===== config.mk =====
export PLATFORM = sky130hd
export DESIGN_NAME = ppu_bg_tile_fetcher
export DESIGN_NICKNAME = d
export VERILOG_FILES = /design/src/rtl/ppu_pkg.sv /design/src/rtl/ppu_attr_addr.sv /design/src/rtl/ppu_bg_tile_fetcher.sv
export SDC_FILE = /design/constraint.sdc
export NUM_CORES = 1
export LEC_CHECK = 0
export ABC_AREA = 1
export BUFFER_PORTS_ARGS = -buffer_cell sky130_fd_sc_hd__buf_4
export CORE_ASPECT_RATIO = 0.9
export CORE_MARGIN = 5
export CORE_UTILIZATION = 44
export DETAILED_ROUTE_END_ITERATION = 16
export HOLD_SLACK_MARGIN = 0.05
export PLACE_DENSITY_LB_ADDON = 0.12
export SYNTH_ARGS = -nofsm -noshare
export SYNTH_HDL_FRONTEND = slang
export SYNTH_HIERARCHICAL = 1
export SYNTH_SLANG_ARGS = --single-unit

===== constraint.sdc =====
create_clock -name clk -period 1.2 [get_ports clk]
set_clock_uncertainty 0.05 [all_clocks]
set_input_delay 0.06 -clock clk [delete_from_list [all_inputs] [get_ports clk]]
set_output_delay 0.06 -clock clk [all_outputs]
set_load 0.01 [all_outputs]

===== src/rtl/ppu_pkg.sv =====
// ppu_pkg: shared FSM encoding, PPU base addresses and attribute-table address helpers
package ppu_pkg;

  typedef enum logic [2:0] {
    S_IDLE,
    S_NT,
    S_AT,
    S_PLO,
    S_PHI,
    S_OUT
  } state_t;

  localparam logic [13:0] AT_BASE = 14'h23C0;
  localparam logic [15:0] NT_BASE = 16'h2000;

  // Attribute byte covering the 4x4-tile block that holds this nametable entry.
  function automatic logic [13:0] attr_addr(input logic [13:0] ptr);
    return AT_BASE | (ptr & 14'h0C00) | ((ptr >> 4) & 14'h0038) | ((ptr >> 2) & 14'h0007);
  endfunction

  // Two-bit palette select for the 2x2-tile quadrant {ptr[6], ptr[1]}.
  function automatic logic [1:0] attr_sel(input logic [13:0] ptr, input logic [7:0] at);
    return at[{ptr[6], ptr[1], 1'b0} +: 2];
  endfunction

endpackage


===== src/rtl/ppu_attr_addr.sv =====
// ppu_attr_addr: combinational attribute-table address and quadrant palette select
module ppu_attr_addr
  import ppu_pkg::*;
(
  input  logic [13:0] ptr_i,
  input  logic [7:0]  at_byte_i,
  output logic [13:0] addr_o,
  output logic [1:0]  attr_o
);

  logic unused;

  assign addr_o = attr_addr(ptr_i);
  assign attr_o = attr_sel(ptr_i, at_byte_i);
  assign unused = ^{ptr_i[13:12], ptr_i[5], ptr_i[0]};

endmodule


===== src/rtl/ppu_bg_tile_fetcher.sv =====
// ppu_bg_tile_fetcher: fetches one background tile (name, attribute, two pattern planes); PPU_BGF_ATTR_EN enables the attribute fetch
module ppu_bg_tile_fetcher
  import ppu_pkg::*;
(
  input  logic        clk,
  input  logic        rst_n,
  input  logic        fetch_start,
  output logic        fetch_ready,
  input  logic [15:0] nametable_ptr,
  input  logic [2:0]  pattern_table_offset,
  input  logic [7:0]  ppu_ctrl1,
  output logic [13:0] vram_addr,
  output logic        vram_rd,
  input  logic        vram_ack,
  input  logic [7:0]  vram_data,
  output logic        tile_valid,
  input  logic        tile_ready,
  output logic [7:0]  tile_pattern_lo,
  output logic [7:0]  tile_pattern_hi,
  output logic [1:0]  tile_attr
);

  state_t      state_q, state_d;
  logic [13:0] ptr_q, ptr_d;
  logic [2:0]  off_q, off_d;
  logic        sel_q, sel_d;
  logic [7:0]  idx_q, idx_d;
  logic [1:0]  attr_q, attr_d;
  logic [7:0]  lo_q, lo_d;
  logic [7:0]  hi_q, hi_d;
  logic [13:0] at_addr;
  logic [1:0]  at_sel;
  logic [13:0] pat_addr;
  state_t      nt_next;
  logic        unused;

`ifdef PPU_BGF_ATTR_EN
  ppu_attr_addr u_attr (
    .ptr_i     (ptr_q),
    .at_byte_i (vram_data),
    .addr_o    (at_addr),
    .attr_o    (at_sel)
  );
  assign nt_next = S_AT;
`else
  assign at_addr = '0;
  assign at_sel  = '0;
  assign nt_next = S_PLO;
`endif

  assign pat_addr = {1'b0, sel_q, idx_q, state_q == S_PHI, off_q};
  assign unused   = ^{nametable_ptr[15:14], ppu_ctrl1[7:5], ppu_ctrl1[3:0]};

  // Next-state, latched request fields and read-port drive.
  always_comb begin
    state_d     = state_q;
    ptr_d       = ptr_q;
    off_d       = off_q;
    sel_d       = sel_q;
    idx_d       = idx_q;
    attr_d      = attr_q;
    lo_d        = lo_q;
    hi_d        = hi_q;
    fetch_ready = state_q == S_IDLE;
    tile_valid  = state_q == S_OUT;
    vram_rd     = state_q inside {S_NT, S_AT, S_PLO, S_PHI};
    vram_addr   = state_q == S_NT ? ptr_q :
                  state_q == S_AT ? at_addr :
                  state_q inside {S_PLO, S_PHI} ? pat_addr : '0;
    case (state_q)
      S_IDLE: if (fetch_start) begin
        ptr_d   = nametable_ptr[13:0];
        off_d   = pattern_table_offset;
        sel_d   = ppu_ctrl1[4];
        state_d = S_NT;
      end
      S_NT: if (vram_ack) begin
        idx_d   = vram_data;
        state_d = nt_next;
      end
      S_AT: if (vram_ack) begin
        attr_d  = at_sel;
        state_d = S_PLO;
      end
      S_PLO: if (vram_ack) begin
        lo_d    = vram_data;
        state_d = S_PHI;
      end
      S_PHI: if (vram_ack) begin
        hi_d    = vram_data;
        state_d = S_OUT;
      end
      S_OUT: if (tile_ready) state_d = S_IDLE;
      default: state_d = S_IDLE;
    endcase
  end

  // State and datapath registers; reset abandons any fetch in flight.
  always_ff @(posedge clk or negedge rst_n) begin
    if (!rst_n) begin
      state_q <= S_IDLE;
      ptr_q   <= '0;
      off_q   <= '0;
      sel_q   <= 1'b0;
      idx_q   <= '0;
      attr_q  <= '0;
      lo_q    <= '0;
      hi_q    <= '0;
    end else begin
      state_q <= state_d;
      ptr_q   <= ptr_d;
      off_q   <= off_d;
      sel_q   <= sel_d;
      idx_q   <= idx_d;
      attr_q  <= attr_d;
      lo_q    <= lo_d;
      hi_q    <= hi_d;
    end
  end

  assign tile_pattern_lo = lo_q;
  assign tile_pattern_hi = hi_q;
  assign tile_attr       = attr_q;

endmodule


======== Word-level counts from Yosys, hierarchy flattened ========
Cells that the tools add are included.
operators by class
  reduce and logical (&&, ||, !) cells .... 9
  equality and inequality tests ........... 10
  mux-type cells .......................... 9
operators by type and width
  kind                                                  count
  two-way mux 13 bit                                    2
  two-way mux 3 bit                                     5
  case mux 3 bit (5 select lines)                       1
  two-way mux 14 bit                                    1
  AND reduction 2 bit                                   4
  equality test 3 x 2 -> 1 bit (second input constant)  2
  equality test 3 bit (second input constant)           2
  != test 2 bit (second input constant)                 3
  AND reduction 5 bit                                   1
  != test 2 x 1 -> 1 bit (second input constant)        2
  nonzero test 4 bit                                    1
  equality test 3 x 1 -> 1 bit (second input constant)  1
  zero test 3 bit                                       1
  nonzero test 2 bit                                    1
  OR reduction 2 bit                                    1
storage, ports and cells
  output and inout port bits .............. 35
  bits in registers ....................... 45
  logic and storage cells ................. 35
  input bits .............................. 40

======== Longest topological paths before layout ========
  word-level depth ........................ 5
  depth in mapped cells ................... 8
  gate-level depth less buffers ........... 8

======== Least setup slack after synthesis ========
No wires, ideal clock.
  path kind ............................... register to register
  from .................................... register state_q[1]
  to ...................................... register ptr_q[10]
  cell stages (with the launch flop) ...... 8
  setup slack ............................. -0.108 ns
  setup time .............................. 0.117 ns
  path buffers ............................ 1
  data arrival time ....................... 1.141 ns
  period minus slack after synthesis ...... 1.308 ns
  data required time ...................... 1.033 ns
  cells stage by stage .................... dfrtp_1 -> inv_1 -> nand2_4 -> nor2_4 -> nand2_4 -> buf_6 -> nand2_1 -> nand2_1
between the ends
  word-level cells in the longest chain between the ends .. 2
RTL lines
  item                                  line                        text
  start, declared                       ppu_bg_tile_fetcher.sv:23   state_t state_q, state_d;
  start signal, assigned                ppu_bg_tile_fetcher.sv:110  state_q <= state_d;
  zero test 3 bit                       ppu_bg_tile_fetcher.sv:70   case (state_q)
  AND reduction 2 bit (no source line)  --
  end signal, assigned                  ppu_bg_tile_fetcher.sv:111  ptr_q <= ptr_d;
  end, declared                         ppu_bg_tile_fetcher.sv:24   logic [13:0] ptr_q, ptr_d;
Every way passes these cells.
A chain may end at the register's enable or synchronous reset.

======== Final worst setup path ========
  from .................................... register state_q[1]
  to ...................................... output port vram_addr[7]
between the ends
  word-level cells in the longest chain between the ends .. 5
  elaborated cells between the ends (all ways) .. 8
  those cells by class .................... eq/ne: 4; mux: 3; reduce/logical: 1
RTL lines
  item                                                                 line                       text
  equality test 3 x 2 -> 1 bit or equality test 3 bit (tied branches)  ppu_bg_tile_fetcher.sv:69  state_q inside {S_PLO, S_PHI} ? pat_addr : '0;
  nonzero test 2 bit                                                   ppu_bg_tile_fetcher.sv:69
  two-way mux 13 bit                                                   ppu_bg_tile_fetcher.sv:69
  two-way mux 13 bit                                                   ppu_bg_tile_fetcher.sv:68  state_q == S_AT ? at_addr :
  two-way mux 14 bit (*)                                               ppu_bg_tile_fetcher.sv:67  vram_addr = state_q == S_NT ? ptr_q :
  end, declared                                                        ppu_bg_tile_fetcher.sv:12  output logic [13:0] vram_addr,
Every way passes the cells marked *; elsewhere a longest branch is shown, timed or not.

==> out/metrics.csv <==
stage,metric,value,unit
power,Seq pwr share,28.0,%
routing,initial drt markers,134,
critical_path,critical path startpoint category,flop,
global_route,initial antenna violation count,0,
finish,proportion of layout cells with a drive suffix above 1,50.7,%
power,sw frac,40.3,%
finish,FF/Latch Area,1130,um^2
finish,area of the multi-input gates,1080,um^2
power,combinational cell fraction of total power,60.3,%
finish,fin area,3650,um^2
power,clock share of power,11.6,%
sta,fmax,0.631,GHz
sta,Period minus WS final,1.59,ns
global_route,first-pass GRT wire length,10500,um
yosys,async set or reset register ratio after synthesis,100,%
critical_path,crit path capture type,output port,
yosys,"top cells by count, synth","72 x nand2_1, 45 x dfrtp_1, 21 x nand3_1",
sta,"Hold Vio Cnt, Final",0,
power,Static Leak,1.81,nW
routing,total routed wirelength,6950,um
yosys,Post-Synthesis Cell Area,1970,um^2
yosys,Yosys Warn Count,6,
routing,residual DRC count,0,
critical_path,slowest CP cell,dfrtp_2,
sta,fin crit share,132,%
global_route,gr ovfl total,0,
floorplan,Initial Util,44.8,%
critical_path,Setup CP Type,flop to output port,
clock_tree,clock slew at reported path FFs,0.09,ns
power,"Power, Total",10.1,mW
critical_path,"Req. time, crit path",1.09,ns
placement,placed cell area,2600,um^2
sta,Max Slew Vio Count,0,
routing,vias post-DR,2120,
run_status,status,"finished, violations left",
critical_path,R2R Path Start,state_q[1]$_DFFE_PN0P_,
finish,"Core Util, Final",82.9,%
power,switching power of the nets,4.08,mW
critical_path,critical-path cell list,inv_4 -> nand3_4 -> inv_4 -> buf_6 -> a22o_1 -> buf_6,
finish,nets,386,
placement,I/O Buffers,63,
sta,final setup TNS,-13.89,ns
placement,Inst Count DP,352,
yosys,Unique masters post-synth,21,
routing,DR WL/cell,16.9,um
run_status,failing checks,setup timing,
routing,1st-pass router iterations,4,
worst_hold_path,Hold Path Class,input pin to flop,
run,Max-cap violations,0,
clock_tree,CTS HTree Levels,2,
global_route,pin count of the biggest net entering global routing,46,
sta,Worst-Margin Slew,0.560,ns
finish,Area Overhead vs Synth,85.1,%
floorplan,Die Span Y,73.5,um
yosys,Synth area leader,dfrtp_1,
critical_path,Worst Path Arrival,1.48,ns
clock_tree,CTS tree,built,
routing,vias per std cell,5.17,
critical_path,CP startpoint,state_q[1]$_DFFE_PN0P_,
power,PwrDens,2770,nW/um^2
power,internal power,6.05,mW
floorplan,# IOs,75,
clock_tree,root buf cell,clkbuf_8,
clock_tree,worst skew pair latency,0.29,ns
critical_path,CP max FO,6,
yosys,Post-synth top flop,dfrtp_1,
critical_path,CP max stage delay,0.48,ns
placement,Detail Placement HPWL,3490,um
yosys,Post-Syn Instances,219,
yosys,"top cells by area, synth","dfrtp_1 57%, nand2_1 14%, nand3_1 5.3%",
finish,filler instances,259,
floorplan,core area,4400,um^2
power,maximum VDD drop,1.64,mV
yosys,Seq cells post-synth,45,
sta,RSZ-0062 raised after global routing,yes,
sta,setup ws final,-0.386,ns
routing,Routed Antenna Nets,0,
clock_tree,CTS max path bufs,2,
floorplan,die area,5920,um^2
yosys,"count leader, synth",nand2_1,
yosys,"EDFF count, synth",0,
clock_tree,Clock Sinks,45,
yosys,Yosys top cell area share,57.1,%
global_route,vias in the first global route,2172,
worst_hold_path,Hold Startpoint,vram_ack,
yosys,"Seq/Total Area, Yosys",57.1,%
global_route,Total GRT Usage,23.4,%
finish,Post-Layout Cell Count,410,
floorplan,row cnt,23,
placement,GPL Wtd Cong,0.856,
floorplan,chip width,80.6,um
sta,worst slew margin relative to its limit,62.7,%
clock_tree,Num CTS Buffers,5,
yosys,"Avg Cell Area, Syn",9.00,um^2
sta,final setup fails,62,
## cells by family (layout without fill, tap and decap cells)
logic type / after synthesis / after routing / synth area share, %
AOI/OAI and AO/OA: 39 / 39 / 12.2
buffers and inverters: 27 / 150 / 6.73
DFF: 45 / 45 / 57.1
other: 1 / 3 / 0.190
and+or+nand+nor: 107 / 111 / 23.8
## final cells by class
type / count / area share (%)
antenna: 1 / 0.0686
multi-input combinational: 152 / 29.6
clock inverter: 1 / 0.823
tap: 62 / 2.13
inverter: 16 / 2.06
sequential: 45 / 31.0
clock buffer: 7 / 2.37
timing repair buffer: 126 / 32.1
## what timing repair did
| item | in CTS | in global routing |
|---|---|---|
| cloned | 5 | 0 |
| hold buffers | 27 | 0 |
| hold endpoints to repair | 87 | 0 |
| setup buffers | 15 | 6 |
| pin swaps | 20 | 15 |
| setup endpoints to repair | 54 | 62 |
| gates resized for setup | 102 | 36 |
## worst paths after layout
check                                            endpoint  cells after the start  slack (ns)
min in group asynchronous  tile_pattern_lo[6]$_DFFE_PN0P_                      2        0.25
max in group asynchronous          state_q[2]$_DFFE_PN0P_                      2        0.44
min                                  idx_q[1]$_DFFE_PN0P_                      3        0.12
max reg2reg                        state_q[2]$_DFFE_PN0P_                      8       -0.27
min reg2reg                tile_pattern_lo[7]$_DFFE_PN0P_                      2        0.45
max                                          vram_addr[7]                      6       -0.39
## cell usage in the layout, fill, tap and decap left out, types with 5 or more instances in the layout
cell type,count
nand3_2,11
clkbuf_8,6
o21ai_2,5
nand2_2,21
nand2_8,6
buf_6,35
a22o_1,12
nand2_1,42
o21ai_1,19
nand3_1,10
nand2_4,11
nor2_4,5
dfrtp_1,42
buf_4,62
dlygate4sd3_1,27
inv_1,11
## flip-flops by register name (all words and copies together), names as in the netlist
| signal | cells |
|---|---|
| idx_q | 8 |
| off_q | 3 |
| ptr_q | 14 |
| sel_q | 1 |
| state_q | 3 |
| tile_pattern_hi | 8 |
| tile_pattern_lo | 8 |
## through the flow
step | hold WS [ns] | worst slack (ns)
global placement | 0.0379 | -0.130
global route | 0.115 | -0.425
floorplan | -0.286 | -0.0813
detailed placement | 0.0405 | -0.162
CTS | 0.0843 | -0.331
finish | 0.121 | -0.386
## per-layer routing
metal	up-vias	wire, um	global-route usage [%]
li1	982	-	-
met1	1026	2840	31.6
met2	93	3530	38.9
met3	19	392	4.04
met4	0	188	7.13
met5	-	0	0
## power by group through the flow
stage	sequential, mW	clock (mW)	combinational [mW]
4_1_cts	2.75	1.18	5.33
3_5_place_dp	2.70	0	3.70
5_1_grt	2.90	1.26	6.51
6_report	2.84	1.18	6.11
3_3_place_gp	2.71	0	3.62
2_1_floorplan	2.70	0	1.93
## critical path: cells and delay by family, from the launching register on
family | cells | cell delay, ns
buffers and inverters | 4 | 0.44
AOI/OAI and AO/OA | 1 | 0.17
DFF | 1 | 0.48
and+or+nand+nor | 1 | 0.09
Power figures use the tool's default switching activity.
